`src/rtl/instr_fetch_buffer_if.sv`:
```
// PC-side and instruction-memory-side signals of the fetch buffer.
// The buffer takes the slave view; the PC/memory environment takes the master view.
interface instr_fetch_buffer_if #(
  parameter int unsigned ADDR_W = 16
) ();
  logic [ADDR_W-1:0] pc_addr;
  logic              invalidate;
  logic [15:0]       instr;
  logic              instr_valid;
  logic              stall;
  logic              mem_rd_en;
  logic [ADDR_W-1:0] mem_addr;
  logic [15:0]       mem_data;
  logic              mem_data_valid;

  modport master (
    output pc_addr,
    output invalidate,
    output mem_data,
    output mem_data_valid,
    input  instr,
    input  instr_valid,
    input  stall,
    input  mem_rd_en,
    input  mem_addr
  );

  modport slave (
    input  pc_addr,
    input  invalidate,
    input  mem_data,
    input  mem_data_valid,
    output instr,
    output instr_valid,
    output stall,
    output mem_rd_en,
    output mem_addr
  );
endinterface

```
`src/rtl/instr_fetch_buffer.sv`:
```
// Single-line instruction fetch buffer: combinational hits, whole-line refill on a miss.
// stall holds the PC while the line is being fetched from multi-cycle memory.
module instr_fetch_buffer #(
  parameter int unsigned LINE_WORDS = 8,
  parameter int unsigned ADDR_W     = 16
) (
  input logic                  clk,
  input logic                  rst,
  instr_fetch_buffer_if.slave  bus
);

  localparam int unsigned OffW = $clog2(LINE_WORDS);
  localparam int unsigned CntW = OffW + 1;
  localparam int unsigned TagW = ADDR_W - OffW - 1;

  typedef enum logic [0:0] {StIdle, StFill} state_e;

  state_e            state_q, state_d;
  logic [15:0]       line_q [LINE_WORDS];
  logic [TagW-1:0]   line_tag_q;
  logic              line_valid_q;
  logic [CntW-1:0]   req_cnt_q;
  logic [CntW-1:0]   rsp_cnt_q;
  logic              inval_pending_q;

  logic [OffW-1:0]   offset;
  logic [TagW-1:0]   tag;
  logic              hit;
  logic              req_fire;
  logic              rsp_wr;
  logic              fill_done;
  logic              unused_pc_bit0;

  assign offset         = bus.pc_addr[OffW:1];
  assign tag            = bus.pc_addr[ADDR_W-1:OffW+1];
  assign unused_pc_bit0 = bus.pc_addr[0];

  assign hit       = line_valid_q && (tag == line_tag_q) && (state_q == StIdle);
  assign req_fire  = (state_q == StFill) && (req_cnt_q < CntW'(LINE_WORDS));
  // Responses beyond the line length cannot legally occur; the guard keeps them harmless.
  assign rsp_wr    = (state_q == StFill) && bus.mem_data_valid && (rsp_cnt_q < CntW'(LINE_WORDS));
  assign fill_done = rsp_wr && (rsp_cnt_q == CntW'(LINE_WORDS - 1));

  always_ff @(posedge clk) begin
    if (rst) begin
      state_q <= StIdle;
    end else begin
      state_q <= state_d;
    end
  end

  always_comb begin
    state_d = state_q;
    unique case (state_q)
      StIdle:  if (!hit) state_d = StFill;
      StFill:  if (fill_done) state_d = StIdle;
      default: state_d = StIdle;
    endcase
  end

  always_comb begin
    bus.instr       = 16'h0000;
    bus.instr_valid = 1'b0;
    bus.stall       = 1'b1;
    bus.mem_rd_en   = 1'b0;
    bus.mem_addr    = '0;
    if (hit) begin
      bus.instr       = line_q[offset];
      bus.instr_valid = 1'b1;
      bus.stall       = 1'b0;
    end
    if (state_q == StFill) begin
      bus.mem_rd_en = req_fire;
      bus.mem_addr  = {line_tag_q, req_cnt_q[OffW-1:0], 1'b0};
    end
  end

  always_ff @(posedge clk) begin
    if (rst) begin
      line_valid_q    <= 1'b0;
      line_tag_q      <= '0;
      req_cnt_q       <= '0;
      rsp_cnt_q       <= '0;
      inval_pending_q <= 1'b0;
    end else begin
      unique case (state_q)
        StIdle: begin
          if (bus.invalidate) line_valid_q <= 1'b0;
          if (!hit) begin
            line_tag_q   <= tag;
            line_valid_q <= 1'b0;
            req_cnt_q    <= '0;
            rsp_cnt_q    <= '0;
          end
        end
        StFill: begin
          if (req_fire) req_cnt_q <= req_cnt_q + CntW'(1);
          if (rsp_wr) rsp_cnt_q <= rsp_cnt_q + CntW'(1);
          if (bus.invalidate) inval_pending_q <= 1'b1;
          // An invalidate seen at any point of the fill, including its last cycle, leaves the line dead.
          if (fill_done) begin
            line_valid_q    <= !(inval_pending_q || bus.invalidate);
            inval_pending_q <= 1'b0;
          end
        end
        default: ;
      endcase
    end
  end

  always_ff @(posedge clk) begin
    if (!rst && rsp_wr) begin
      line_q[rsp_cnt_q[OffW-1:0]] <= bus.mem_data;
    end
  end

endmodule

```
`src/flat_wrapper.sv`:
```
// flat-port wrapper written by rule: the top's interface ports become plain ports
module instr_fetch_buffer_flat 
#(
  parameter int unsigned LINE_WORDS = 8,
  parameter int unsigned ADDR_W     = 16
)
  (clk, rst, bus_pc_addr, bus_invalidate, bus_mem_data, bus_mem_data_valid, bus_instr, bus_instr_valid, bus_stall, bus_mem_rd_en, bus_mem_addr);
  instr_fetch_buffer_if #(.ADDR_W(ADDR_W)) bus_i ();
  input logic clk;
  input logic rst;
  input wire logic [$bits(bus_i.pc_addr)-1:0] bus_pc_addr;
  input wire logic [$bits(bus_i.invalidate)-1:0] bus_invalidate;
  input wire logic [$bits(bus_i.mem_data)-1:0] bus_mem_data;
  input wire logic [$bits(bus_i.mem_data_valid)-1:0] bus_mem_data_valid;
  output wire logic [$bits(bus_i.instr)-1:0] bus_instr;
  output wire logic [$bits(bus_i.instr_valid)-1:0] bus_instr_valid;
  output wire logic [$bits(bus_i.stall)-1:0] bus_stall;
  output wire logic [$bits(bus_i.mem_rd_en)-1:0] bus_mem_rd_en;
  output wire logic [$bits(bus_i.mem_addr)-1:0] bus_mem_addr;
  assign bus_i.pc_addr = bus_pc_addr;
  assign bus_i.invalidate = bus_invalidate;
  assign bus_i.mem_data = bus_mem_data;
  assign bus_i.mem_data_valid = bus_mem_data_valid;
  assign bus_instr = bus_i.instr;
  assign bus_instr_valid = bus_i.instr_valid;
  assign bus_stall = bus_i.stall;
  assign bus_mem_rd_en = bus_i.mem_rd_en;
  assign bus_mem_addr = bus_i.mem_addr;
  instr_fetch_buffer #(.LINE_WORDS(LINE_WORDS), .ADDR_W(ADDR_W)) u_core (.clk(clk), .rst(rst), .bus(bus_i));
endmodule
```
`config.mk`:
```
export PLATFORM = sky130hd
export DESIGN_NAME = instr_fetch_buffer_flat
export DESIGN_NICKNAME = d
export VERILOG_FILES = /design/src/rtl/instr_fetch_buffer_if.sv /design/src/rtl/instr_fetch_buffer.sv /design/src/flat_wrapper.sv
export SDC_FILE = /design/constraint.sdc
export NUM_CORES = 1
export LEC_CHECK = 0
export ABC_CLOCK_PERIOD_IN_PS = 5500
export CAP_MARGIN = 40
export CORE_AREA = 2 2 114 116
export CTS_BUF_LIST = sky130_fd_sc_hd__clkbuf_4
export CTS_CLUSTER_DIAMETER = 40
export DETAILED_ROUTE_END_ITERATION = 10
export DIE_AREA = 0 0 116 118
export GPL_TIMING_DRIVEN = 0
export PLACE_DENSITY = 0.72
export SLEW_MARGIN = 20
export SYNTH_ARGS = -nofsm -noshare
export SYNTH_HDL_FRONTEND = slang
export SYNTH_SLANG_ARGS = --single-unit
```
`constraint.sdc`:
```
create_clock -name clk -period 5.5 [get_ports clk]
set_input_delay 0.825 -clock clk [delete_from_list [all_inputs] [get_ports clk]]
set_output_delay 0.825 -clock clk [all_outputs]
set_load 0.1 [all_outputs]
```
==> flow_summary.json <==
{
  "outcome": "complete, no violations",
  "async_flop_share": 0,
  "timing.critical_path.cells": "clkdlybuf4s50_1 > xnor2_1 > nand3_1 > nor4_4 > nand2_1 > buf_2 > nor2_1 > clkdlybuf4s50_1 > buf_8",
  "path_clk_slew_ns": 0.11,
  "worstPathArrival_ns": 3.53,
  "design.die.area_mm2": 0.0137,
  "clock-sinks": 151,
  "root_buffer_cell": "clkbuf_4",
  "yosys_most_used_dff": "edfxtp_1",
  "cell_types_occupying_the_most_area_after_synthesis": "edfxtp_1 (63%), mux4_2 (12%), dfxtp_1 (7.5%)",
  "post_synth_most_frequent_cells": "edfxtp_1 (128), mux4_2 (32), nor2_1 (32), mux2i_1 (24), dfxtp_1 (23)",
  "finalNetCount": 526,
  "drtAntennaViolNets": 0,
  "tritoncts": "yes",
  "cts_hold_buf": 0,
  "place_hpwl_um": 8790,
  "setup_total_negative_slack_ns": 0,
  "num_io_pins": 71,
  "criticalPathCategory": "input pin to output port",
  "timing.final.max_slew_violations": 0,
  "worst_hold_check_path_type": "flop to flop",
  "timing.max_cap.violations": 0,
  "die_height_um": 118,
  "post_synth_instance_area_mm2": 0.00612,
  "final_routed_wire_length_divided_by_cell_count_um": 18.7,
  "number_of_synthesized_flops_with_an_enable_pin": 128,
  "dp.cells": 641,
  "synth-seq-cells": 151,
  "timing.hold.worst_endpoint": "u_core.line_tag_q[7]$_SDFFE_PP0P_",
  "post_cts.resized_instances": 0,
  "cts_made_buffers": 17,
  "grt_start_max_net_pins": 17,
  "critPathLaunchType": "input pin",
  "overflow": 0,
  "initial_utilization": 0.493,
  "placement.io_buffers": 66,
  "route.final.wire_length_um": 12600,
  "vias_per_cell": 5.30,
  "master_of_the_slowest_instance_on_the_critical_path": "clkdlybuf4s50_1",
  "min_period_over_period": 0.791,
  "fp.dieW_um": 116,
  "reg2reg_slack_ns": 3.08,
  "worstMarginPinSlew_ns": 0.781,
  "number_of_rows_created_at_floorplan": 41,
  "synth_fp_nets": 396,
  "slowest_delay_ns": 0.54,
  "power.density_cell_area_mw_per_mm2": 265,
  "drt_drc_violations_left": 0,
  "antenna_violations_before_repair": 1,
  "min_delay_path_depth": 2,
  "yosysTopAreaCell": "edfxtp_1",
  "crit_required_ns": 4.68,
  "synth_top_area_frac": 0.628,
  "static-leakage-power_nw": 2.69,
  "critical_path.reg2reg.endpoint": "u_core.line_q[0][12]$_DFFE_PP_",
  "syn_area_per_cell_um2": 17.1,
  "yosys_warnings": 0,
  "crit_path_max_fanout": 10,
  "finalSetupViolations": 0,
  "ir_worst_vdd_v": 0.000139,
  "via_count_of_the_first_global_routing_pass": 3707,
  "final_cells": 673,
  "grt_first_pass_wirelength_um": 19900,
  "fmax_mhz": 230,
  "ys_seq_area_frac": 0.703,
  "layout-area-overhead-vs-synth_pct": 29.4,
  "cts.path.max_buffers": 2,
  "synth.most_common_cell": "edfxtp_1",
  "setup_slack_ns": 1.15,
  "clk-insertion-delay-late_ns": 0.53,
  "filler_cell_count": 890,
  "ctsHtreeMaxLevel": 4,
  "pre_cts_ws_ns": 1.16,
  "drt-pass1-iter-count": 5,
  "gpl_congestion": 0.712,
  "num_vias": 3569,
  "globalRouteTotalUtil": 0.200,
  "clock_period_minus_worst_slack_ns": 4.35,
  "worst-r2r-cell-count": 5,
  "cells_after_synthesis": 358,
  "max-slew-margin-rel": 0.479,
  "synth_cell_types": 35,
  "cpMostUsedCell": "clkdlybuf4s50_1",
  "hold_violations": 0,
  "finalClockSkew_ns": 0.0143,
  "layout-drive-gt1-share": 0.250,
  "rsz_0062_raised_after_global_routing": "no",
  "postCtsSetupBuffers": 0,
  "drt-initial-drc-count": 289,
  "core_mm2": 0.0124,
  "holdCritStartpoint": "u_core.line_tag_q[7]$_SDFFE_PP0P_",
  "timing.rr.start": "u_core.state_q$_SDFF_PP0_",
  "setup.worst_path.end_class": "output port"
}
-- kinds of logic after synthesis --
kind of cell | count (synthesis) | share of synthesized area
other | 1 | 0.000613
and+or+nand+nor | 89 | 0.0767
muxes | 56 | 0.157
DFF | 151 | 0.703
xor gates and xnor gates | 12 | 0.0172
buffers and inverters | 23 | 0.0164
adders and majority gates | 2 | 0.00409
AOI/OAI and AO/OA | 24 | 0.0247
-- metal layers --
metal | vias up | track usage | part of all wire
met5 | - | 0 | 0
met4 | 0 | 0.0699 | 0.013
met3 | 14 | 0.0453 | 0.059
met2 | 126 | 0.321 | 0.51
met1 | 1783 | 0.269 | 0.42
li1 | 1646 | - | -
-- sequential cells by signal (all words and copies together) (netlist names) --
name                    cells
u_core.state_q              1
u_core.req_cnt_q            4
u_core.rsp_cnt_q            4
u_core.inval_pending_q      1
u_core.line_valid_q         1
u_core.line_q             128
u_core.line_tag_q          12
-- how the worst max path moves through the flow --
stage,from,to
floorplan,bus_pc_addr[10],bus_instr[10]
finish,bus_pc_addr[13],bus_instr[9]
detailed placement,bus_pc_addr[13],bus_instr[9]
global placement,bus_mem_data_valid,u_core.line_q[0][12]$_DFFE_PP_
global route,bus_pc_addr[13],bus_instr[9]
CTS,bus_pc_addr[13],bus_instr[9]
-- layout by cell type, fill, tap and decap left out, types with 5 or more instances in the layout --
cell type / n
clkbuf_1: 8
a21oi_1: 10
nand2b_1: 17
clkbuf_4: 21
edfxtp_1: 128
nand2_1: 8
clkdlybuf4s50_1: 66
dfxtp_1: 23
mux2i_1: 24
xnor2_1: 12
buf_8: 38
nor2_1: 26
buf_4: 5
nor2_2: 6
o21ai_0: 5
and2_1: 15
mux4_2: 32
buf_2: 8
-- power breakdown --
part           switching, mW  total [mW]  leakage [nW]  internal (mW)
sequential           0.00796        1.26          1.34           1.25
combinational          0.105       0.193          1.21         0.0878
clock                  0.360       0.643         0.142          0.283
total                  0.473        2.10          2.69           1.62
-- layout make-up --
cell class	count	area (um2)	share of cell area
clock inverter	10	105	0.0133
tap	172	215	0.0272
inverter	4	15.0	0.00190
sequential	151	4300	0.543
buffer	19	85.1	0.0107
antenna	1	2.50	0.000316
clock buffer	21	158	0.0199
multi-input combinational	184	1740	0.220
timing repair buffer	111	1290	0.164
-- stage by stage --
stage	power [mW]	area, um2	hold WS (ns)	utilization
2_1_floorplan	1.40	6120	0.469	-
3_3_place_gp	1.46	7000	0.481	0.563
3_5_place_dp	1.48	7650	0.491	0.617
4_1_cts	2.11	7920	0.508	0.638
5_1_grt	2.18	7920	0.540	0.638
6_report	2.10	7920	0.504	0.638
-- worst max-delay path, delay by kind of cell --
kind | cells | cell delay, ns
and+or+nand+nor | 4 | 1.02
buffers and inverters | 4 | 1.44
xor gates and xnor gates | 1 | 0.23
Note: power is estimated with default switching activity, not from simulation.
